## src/rtl/mux_scan_sequencer.sv

```systemverilog
// Scans a 4-to-1 selector through codes 0..3, waits a settle time at each code,
// samples the selector output and publishes the assembled 4-bit word atomically.
module mux_scan_sequencer #(
  parameter int SETTLE_CYCLES = 2
) (
  input  logic       clock,
  input  logic       reset,
  input  logic       start,
  input  logic       auto_mode,
  input  logic       mux_m,
  output logic [1:0] sel,
  output logic [3:0] capture,
  output logic       capture_valid,
  output logic       busy,
  output logic       done
);

  typedef enum logic [1:0] {
    IDLE,
    SETTLE,
    SAMPLE
  } state_t;

  localparam logic [7:0] RELOAD = 8'(SETTLE_CYCLES - 1);

  state_t     state, state_n;
  logic [7:0] count, count_n;
  logic [3:0] shadow, shadow_n;
  logic [3:0] capture_n;
  logic [1:0] sel_n;
  logic       valid_n, busy_n, done_n;

  always_ff @(posedge clock) begin
    if (reset) begin
      state         <= IDLE;
      count         <= 8'd0;
      shadow        <= 4'b0000;
      capture       <= 4'b0000;
      sel           <= 2'b00;
      capture_valid <= 1'b0;
      busy          <= 1'b0;
      done          <= 1'b0;
    end else begin
      state         <= state_n;
      count         <= count_n;
      shadow        <= shadow_n;
      capture       <= capture_n;
      sel           <= sel_n;
      capture_valid <= valid_n;
      busy          <= busy_n;
      done          <= done_n;
    end
  end

  // The final sample writes bit 3 into the shadow copy and publishes the whole
  // word on that same edge, so capture never exposes a partially scanned value.
  always_comb begin
    state_n   = state;
    count_n   = count;
    shadow_n  = shadow;
    capture_n = capture;
    sel_n     = sel;
    valid_n   = capture_valid;
    busy_n    = busy;
    done_n    = 1'b0;

    case (state)
      IDLE: begin
        if (start) begin
          sel_n   = 2'b00;
          count_n = RELOAD;
          busy_n  = 1'b1;
          state_n = SETTLE;
        end
      end

      SETTLE: begin
        if (count == 8'd0) begin
          state_n = SAMPLE;
        end else begin
          count_n = count - 8'd1;
        end
      end

      SAMPLE: begin
        shadow_n[sel] = mux_m;
        if (sel != 2'd3) begin
          sel_n   = sel + 2'd1;
          count_n = RELOAD;
          state_n = SETTLE;
        end else begin
          capture_n = shadow_n;
          valid_n   = 1'b1;
          done_n    = 1'b1;
          sel_n     = 2'b00;
          if (auto_mode) begin
            count_n = RELOAD;
            state_n = SETTLE;
          end else begin
            busy_n  = 1'b0;
            state_n = IDLE;
          end
        end
      end

      default: begin
        state_n = IDLE;
      end
    endcase
  end

endmodule

```

## config.mk

```make
export PLATFORM = sky130hd
export DESIGN_NAME = mux_scan_sequencer
export DESIGN_NICKNAME = d
export VERILOG_FILES = /design/src/rtl/mux_scan_sequencer.sv
export SDC_FILE = /design/constraint.sdc
export NUM_CORES = 1
export LEC_CHECK = 0
export ABC_AREA = 0
export ABC_CLOCK_PERIOD_IN_PS = 1900
export BUFFER_PORTS_ARGS = -buffer_cell sky130_fd_sc_hd__buf_2
export CAP_MARGIN = 30
export CORE_ASPECT_RATIO = 1.2
export CORE_MARGIN = 8
export CORE_UTILIZATION = 52
export CTS_BUF_LIST = sky130_fd_sc_hd__clkbuf_4
export CTS_CLUSTER_DIAMETER = 50
export DETAILED_ROUTE_END_ITERATION = 16
export GPL_TIMING_DRIVEN = 0
export PLACE_DENSITY = 0.83
export SLEW_MARGIN = 10
export SYNTH_ARGS = -nofsm -noshare
export SYNTH_HDL_FRONTEND = slang
export SYNTH_SLANG_ARGS = --single-unit
```

## constraint.sdc

```tcl
create_clock -name clock -period 1.9 [get_ports clock]
set_input_delay 0.38 -clock clock [delete_from_list [all_inputs] [get_ports clock]]
set_output_delay 0.38 -clock clock [all_outputs]
set_load 0.05 [all_outputs]
```

Word level (Yosys, flattened, before mapping):

Index checks and enable logic that the tools add are counted.
Widths: inputs -> output; s select.

* flip-flop bits (word level): 23
* latch bits: 0
* bits in writable memories: 0
* memory bits (read-only): 0
* bits of input ports: 5
* output and inout bits: 9
* word-level logic and storage cells: 55
* memories: 0

* add/sub/neg operators: 2
* multiply operators: 0
* divide/modulo/power cells: 0
* order comparisons: 2
* eq/ne operators: 9
* shifts and indexed selects: 0
* multiplexer cells: 21
* bitwise logic cells: 2
* reductions and logical operators: 11

Operators with widths (number)
* $mux 8: 4
* $pmux 8 s3: 1
* $ne 2x2->1 const B: 6
* $logic_not 8->1: 1
* $mux 2: 4
* $reduce_and 4->1: 2
* $sub 8x1->8 const B: 1
* $mux 1: 7
* $pmux 2 s3: 1
* $reduce_and 2->1: 3
* $bwmux 4: 1
* $pmux 2 s2: 1
* $lt 2x3->1 const B: 1
* $ne 3x3->1 const B: 1
* $reduce_bool 3->1: 1
* $add 2x1->2 const B: 1
* $demux 1 s2: 1
* $eq 2x1->1 const B: 1
* $eq 2x2->1 const B: 1
* $ge 2x1->1 const B: 1
* $logic_not 2->1: 1
* $not 1->1: 2
* $pmux 1 s2: 1
* $reduce_bool 2->1: 1
* 2 further kinds: 2

Depth between registers and ports, before layout:

Gate-level depths: netlist of the first run.

* word-level depth: 5
* mapped depth: 7
* gate-level depth less buffers: 6

Worst setup path before layout of the first run:

Ideal clock, no wire load.

* kind: register -> register
* start point: reg count[0]
* end point: reg count[1]
* library setup time: 0.067 ns
* data arrival time: 1.786 ns
* data required time: 1.833 ns
* slack: 0.047 ns
* stages on the path, launching flop included: 8
* path buffers: 1
* cell sequence: dfxtp_1 inv_1 ha_1 or3b_2 clkbuf_1 o21a_4 or3_1 a21oi_2

* longest elaborated chain between the ends: 3

Ends and longest elaborated chain
* start: declaration: line 27 `logic [7:0] count, count_n;`
* start signal: assignment: line 45 `count <= count_n;`
* $sub 8x1->8 / $logic_not 8->1 (equally long branches): line 81, 78
* $mux 8 / $ne 2x2->1 (equally long branches)
* $pmux 8 s3 / $reduce_and 4->1 (equally long branches)

Several ways; a longest one is shown, not always the timed one. The select of a mux whose other input is x is not followed.
A chain may end at the register's enable or synchronous reset.

Worst setup path in the final report of the first run:

* start point: reg count[2]
* end point: reg count[1]

* longest elaborated chain between the ends: 3

Ends and longest elaborated chain
* $logic_not 8->1: line 78 `if (count == 8'd0) begin`
* $ne 2x2->1 (no line)
* $reduce_and 4->1 (no line)

No other way between the ends.

==> results_dict.tcl, run 1 <==
set metrics [dict create \
    dpl.hpwl_microns 1610 \
    syn_nets 128 \
    drcViolationCount 0 \
    cp-end-kind "register" \
    grt_pass1_wl_microns 3480 \
    synth_cell_types 31 \
    wire_per_inst_microns 13.4 \
    startpoint_type "register" \
    coreArea_sq_um 1850 \
    crit_fanout 7 \
    path_clk_slew_ps 120 \
    syn_area_sq_um 1020 \
    root_buffer "clkbuf_4" \
    yosys_register_bits 22 \
    p_per_area_nw_per_um2 803 \
    io_pins 14 \
    drtIter0Drc 7 \
    via_count 839 \
    crit_chain "or4_1 > buf_2 > o21a_4 > or3_1 > a21oi_2" \
    hold_path.class "input port to register" \
    routed_wirelength_microns 2020 \
    grt_pass1_vias 872 \
    io_buffer_count 12 \
    crit_required_ps 2150 \
    worstSetupPathType "register to register" \
    grt.overflow.total 0 \
    critPathTopFamily "simple AND/OR/NAND/NOR gates" \
    cp.depth 5 \
    slew_viol_final 0 \
    syn2layout_area_growth_pct 10.9 \
    synth-edff-count 0 \
    synth_top_cell_by_area "dfxtp_1" \
    hold_violations 0 \
    ant_nets 0 \
    whs_path_depth 3 \
    tightestPinTransition_ps 403 \
    drive_gt1_share_pct 16.7 \
    nNetsFinal 144 \
    p_leak_nw 0.444 \
    cts_buffer_depth 2 \
    antenna_found_initial 0 \
    grt_max_degree 13 \
    cp.arrival_ps 2070 \
    fin_crit_ps 1820 \
    power_uw 909 \
    final_core_util_pct 61.1 \
    fp-row-count 17 \
    fill_cells 185 \
    drt_pass1_iterations 4 \
    die_h_microns 64.5 \
    cts_tree "done" \
    rsz0062_at_grt "false" \
    yosysMostFrequentCell "dfxtp_1" \
    cp_slowest_stage_delay_ps 500 \
    synthArstFlopShare_pct 0 \
    syn_avg_cell_area_sq_um 8.72 \
    tns_ps 0 \
    via_per_inst 5.56 \
    place.gp.congestion 0.810 \
    synthTopCellsByCount "dfxtp_1, nor2_1, nand2_1" \
    slowest_stage "or4_1" \
    numCtsBuffers 3 \
    max_cap_violations 0 \
    track_usage_pct 11.2 \
    slew_headroom_pct 73.1 \
    die_x_microns 56.4 \
    outcome "complete, no violations" \
    ir_worst_vdd_mv 0.466 \
    synth_top_area_share_pct 43.2 \
    insertion_delay_ps 300 \
    fin_crit_sh_pct 96.0 \
    synthTopCellsByArea "dfxtp_1, ha_1, nor2_1, nand2_1, a21oi_1" \
    cts_setup_buffers 0 \
    dieArea_sq_um 3640 \
    clock-sinks 22 \
    worst_r2r_path_depth 5 \
    synth_ff_type "dfxtp_1" \
    critPathBufInv 1 \
    yosys_warnings 0 \
    synth-seq-area-share_pct 43.2 \
    synth_cells 117 \
    fin_skew_ps 5.20 \
    cts_htree_levels 1 \
    clock.fmax_ghz 0.548 \
    setup_violations 0 \
    insertedDiodeCount 0 \
    start_util_pct 55.1 \
]
==> registers in the layout, summed over array words and instances, names as in the netlist <==
register,cells
shadow,3
done,1
busy,1
sel,2
count,8
capture_valid,1
state,2
capture,4
==> routing by layer <==
layer / global-route usage [%] / share of wire [%]
met3: 1.95 / 2.2
met1: 10.5 / 40
met5: 0 / 0
met2: 22.7 / 57
met4: 4.52 / 0.94
==> area by class of cell <==
cell class | count | area [sq um] | share of cell area (%)
clock inverter | 1 | 3.75 | 0.332
inverter | 5 | 18.8 | 1.66
multi-input combinational | 83 | 536 | 47.3
sequential | 22 | 442 | 39.0
timing repair buffer | 12 | 60.1 | 5.31
clock buffer | 3 | 22.5 | 1.99
tap | 19 | 23.8 | 2.10
buffer | 6 | 25.0 | 2.21
==> logic make-up (layout without fill, tap and decap cells) <==
group	Yosys count	in the layout	share of synthesized area [%]
compound gates	25	25	17.1
xor+xnor	4	4	3.44
fa+ha+maj	6	6	7.36
buf+inv	12	27	4.54
flops	22	22	43.2
mux	3	3	2.94
simple gates	45	45	21.5
==> power by group <==
group,switching (mW),internal (mW),total [mW]
registers,0.0256,0.484,0.510
clock network,0.137,0.0766,0.214
logic,0.108,0.0771,0.185
==> placed cells by master (no fill, tap or decap), drive strengths merged, types with 2 or more instances in the layout <==
master | synthesis | routed
mux2i | 3 | 3
or4 | 2 | 2
a211oi | 4 | 4
a21oi | 8 | 8
inv | 5 | 5
ha | 6 | 6
nor4b | 2 | 2
nor3 | 3 | 3
nand2 | 10 | 10
clkbuf | 5 | 7
nor2 | 16 | 16
o21bai | 2 | 2
o21ai | 2 | 2
or3 | 2 | 2
nor2b | 3 | 3
a22oi | 2 | 2
o211ai | 3 | 3
nand3 | 3 | 3
dfxtp | 22 | 22
xor2 | 4 | 4
buf | 2 | 14
==> metrics by stage <==
step                worst slack (ps)  instances  cell area (sq um)  hold slack, ps
global route                    13.5        151               1130             386
CTS                             44.6        151               1130             358
finish                          76.2        151               1130             363
floorplan                       47.4        117               1020             436
global placement               -22.3        148               1100             442
detailed placement             -73.9        148               1100             451
==> path summary, 6_finish.rpt <==
| path | start | endpoint | slack [ps] |
|---|---|---|---|
| setup / recovery | count[2] | count[1] | 80 |
| hold / removal | mux_m | shadow[0] | 360 |
| setup reg to reg | count[2] | count[1] | 80 |
| hold reg to reg | shadow[0] | shadow[0] | 470 |
==> what timing repair did <==
item,in CTS,in global routing
hold buffers,0,0
gates resized for setup,1,3
endpoints found under the setup margin,2,4
cloned,0,0
==> worst min-delay path, cell delays in order <==
cell and delay [ps]:
buf_2 140, nand3_1 70, a21oi_1 50
No activity file was read; power rests on OpenSTA's default activity.
==> inputs of run 2 (changes only) <==
--- a/config.mk
+++ b/config.mk
@@ -11,12 +11,13 @@
 export CAP_MARGIN = 30
 export CORE_ASPECT_RATIO = 1.2
 export CORE_MARGIN = 8
-export CORE_UTILIZATION = 52
+export CORE_UTILIZATION = 40
 export CTS_BUF_LIST = sky130_fd_sc_hd__clkbuf_4
 export CTS_CLUSTER_DIAMETER = 50
 export DETAILED_ROUTE_END_ITERATION = 16
 export GPL_TIMING_DRIVEN = 0
-export PLACE_DENSITY = 0.83
+export PLACE_DENSITY = 0.68
+export RECOVER_POWER = 50
 export SLEW_MARGIN = 10
 export SYNTH_ARGS = -nofsm -noshare
 export SYNTH_HDL_FRONTEND = slang
==> results_dict.tcl, run 2 (synthesized netlist as in run 1, its figures left out) <==
set metrics [dict create \
    outcome "complete, no violations" \
    via_count 831 \
    holdBufCountCts 0 \
    p_sw_share_pct 29.4 \
    timing.rr.start "count[2]" \
    antenna_found_initial 0 \
    drcViolationCount 0 \
    critPathTopFamily "simple AND/OR/NAND/NOR gates" \
    fin_crit_ps 1810 \
    place_ws_ps -62.8 \
    drive_gt1_share_pct 11.4 \
    place.gp.congestion 0.873 \
    fin_skew_ps 1.01 \
    regMostFlops "count" \
    tightestPinTransition_ps 605 \
    cts_buffer_depth 2 \
    slew_viol_final 0 \
    via_per_inst 5.04 \
    cts_htree_levels 1 \
    largest_register_ffs 8 \
    coreArea_sq_um 2480 \
    dieArea_sq_um 4430 \
    insertion_delay_ps 300 \
    crit_fanout 7 \
    io_buffer_count 12 \
    cp.arrival_ps 2050 \
    grt.overflow.total 0 \
    fin_cells 165 \
    reg2reg_slack_ps 90 \
    max_cap_violations 0 \
    cts_setup_buffers 0 \
    slowest_stage "or4_1" \
    dp.cells 162 \
    cts_tree "done" \
    drtIter0Drc 14 \
    fp-row-count 20 \
    routed_wirelength_microns 2030 \
    worst_r2r_path_depth 5 \
    grt_pass1_vias 881 \
    grt_pass1_wl_microns 3500 \
    hold_start "mux_m" \
    p_leak_nw 0.410 \
    top_regs "count x8, capture x4, shadow x3" \
    path_clk_slew_ps 120 \
    insertedDiodeCount 0 \
    hold_path.class "input port to register" \
    comb_power_share_pct 20.4 \
    fin_crit_sh_pct 95.3 \
    p_switching_uw 266 \
    power.share.clock_pct 23.4 \
    start_util_pct 41.2 \
    r2r_end "count[1]" \
    ant_nets 0 \
    die_h_microns 71.3 \
    crit_required_ps 2140 \
    internal_power_uw 639 \
    crit_chain "or4_1 > buf_2 > o21a_4 > or3_1 > a21oi_2" \
    clock.fmax_ghz 0.552 \
    fin_ws_ps 89.2 \
    final_cell_mix "dfxtp_1, nor2_1, clkbuf_1, nand2_1, a21oi_1" \
    final_common_cell "dfxtp_1" \
    cp_slowest_stage_delay_ps 500 \
    cp-end-kind "register" \
    syn2layout_area_growth_pct 11.8 \
    wire_per_inst_microns 12.3 \
    numCtsBuffers 3 \
    tns_ps 0 \
    hold_violations 0 \
    track_usage_pct 10.1 \
    ir_worst_vdd_mv 0.385 \
    setup_violations 0 \
    startpoint_type "register" \
    hold_ws_ps 377 \
    fill_cells 258 \
    clock-sinks 22 \
    worstSetupPathType "register to register" \
    dpl.hpwl_microns 1590 \
    grt_max_degree 13 \
    holdPathEnd "shadow[0]" \
    die_x_microns 62.1 \
    drt_pass1_iterations 4 \
    io_pins 14 \
    power_frac_seq_pct 56.3 \
    rsz0062_at_grt "false" \
    slew_headroom_pct 59.9 \
    root_buffer "clkbuf_4" \
    whs_path_depth 3 \
    critPathBufInv 1 \
    nNetsFinal 144 \
    p_per_area_nw_per_um2 794 \
    crit_start "count[2]" \
]
## run 2: worst max-delay path by stage
stage	end	depth (start not counted)
6_report	count[1]	5
5_1_grt	count[1]	5
4_1_cts	count[1]	5
3_5_place_dp	count[1]	7
3_3_place_gp	count[1]	7
2_1_floorplan	count[1]	7
## run 2: metrics by stage
step	utilization (%)	cell area (sq um)	power, mW
finish	46.0	1140	0.905
global route	46.0	1140	0.956
CTS	46.3	1150	0.916
detailed placement	45.3	1120	0.702
global placement	45.3	1120	0.696
floorplan	-	1020	0.661
## run 2: repair_timing
| action | 4_1_cts | 5_1_grt |
|---|---|---|
| setup endpoints to repair | 2 | 4 |
| resized for setup | 1 | 4 |
| cloned | 0 | 0 |
## run 2: area by class of cell
cell class | count | area, sq um | area share [%]
sequential | 22 | 443 | 38.9
timing repair buffer | 12 | 50.0 | 4.39
tap | 33 | 41.3 | 3.62
buffer | 6 | 25.0 | 2.20
clock buffer | 3 | 22.5 | 1.98
inverter | 5 | 18.8 | 1.65
clock inverter | 1 | 3.75 | 0.329
multi-input combinational | 83 | 536 | 47.0
## run 2: worst reg2reg max path: stages (launching register included)
cell	delay (ps)
dfxtp_2	360
or4_1	510
buf_2	170
o21a_4	230
or3_1	360
a21oi_2	130
## run 2: metal layers
| layer | GRT usage (%) | part of all wire [%] |
|---|---|---|
| met2 | 19.5 | 57 |
| met4 | 3.05 | 0.49 |
| met3 | 2.69 | 1.8 |
| met1 | 9.54 | 41 |
| met5 | 0 | 0 |
## run 2: power groups by stage
stage	registers, mW	clock network [mW]	logic, mW
2_1_floorplan	0.527	0	0.134
3_3_place_gp	0.517	0	0.179
3_5_place_dp	0.518	0	0.184
4_1_cts	0.508	0.222	0.186
5_1_grt	0.515	0.233	0.208
6_report	0.509	0.211	0.184
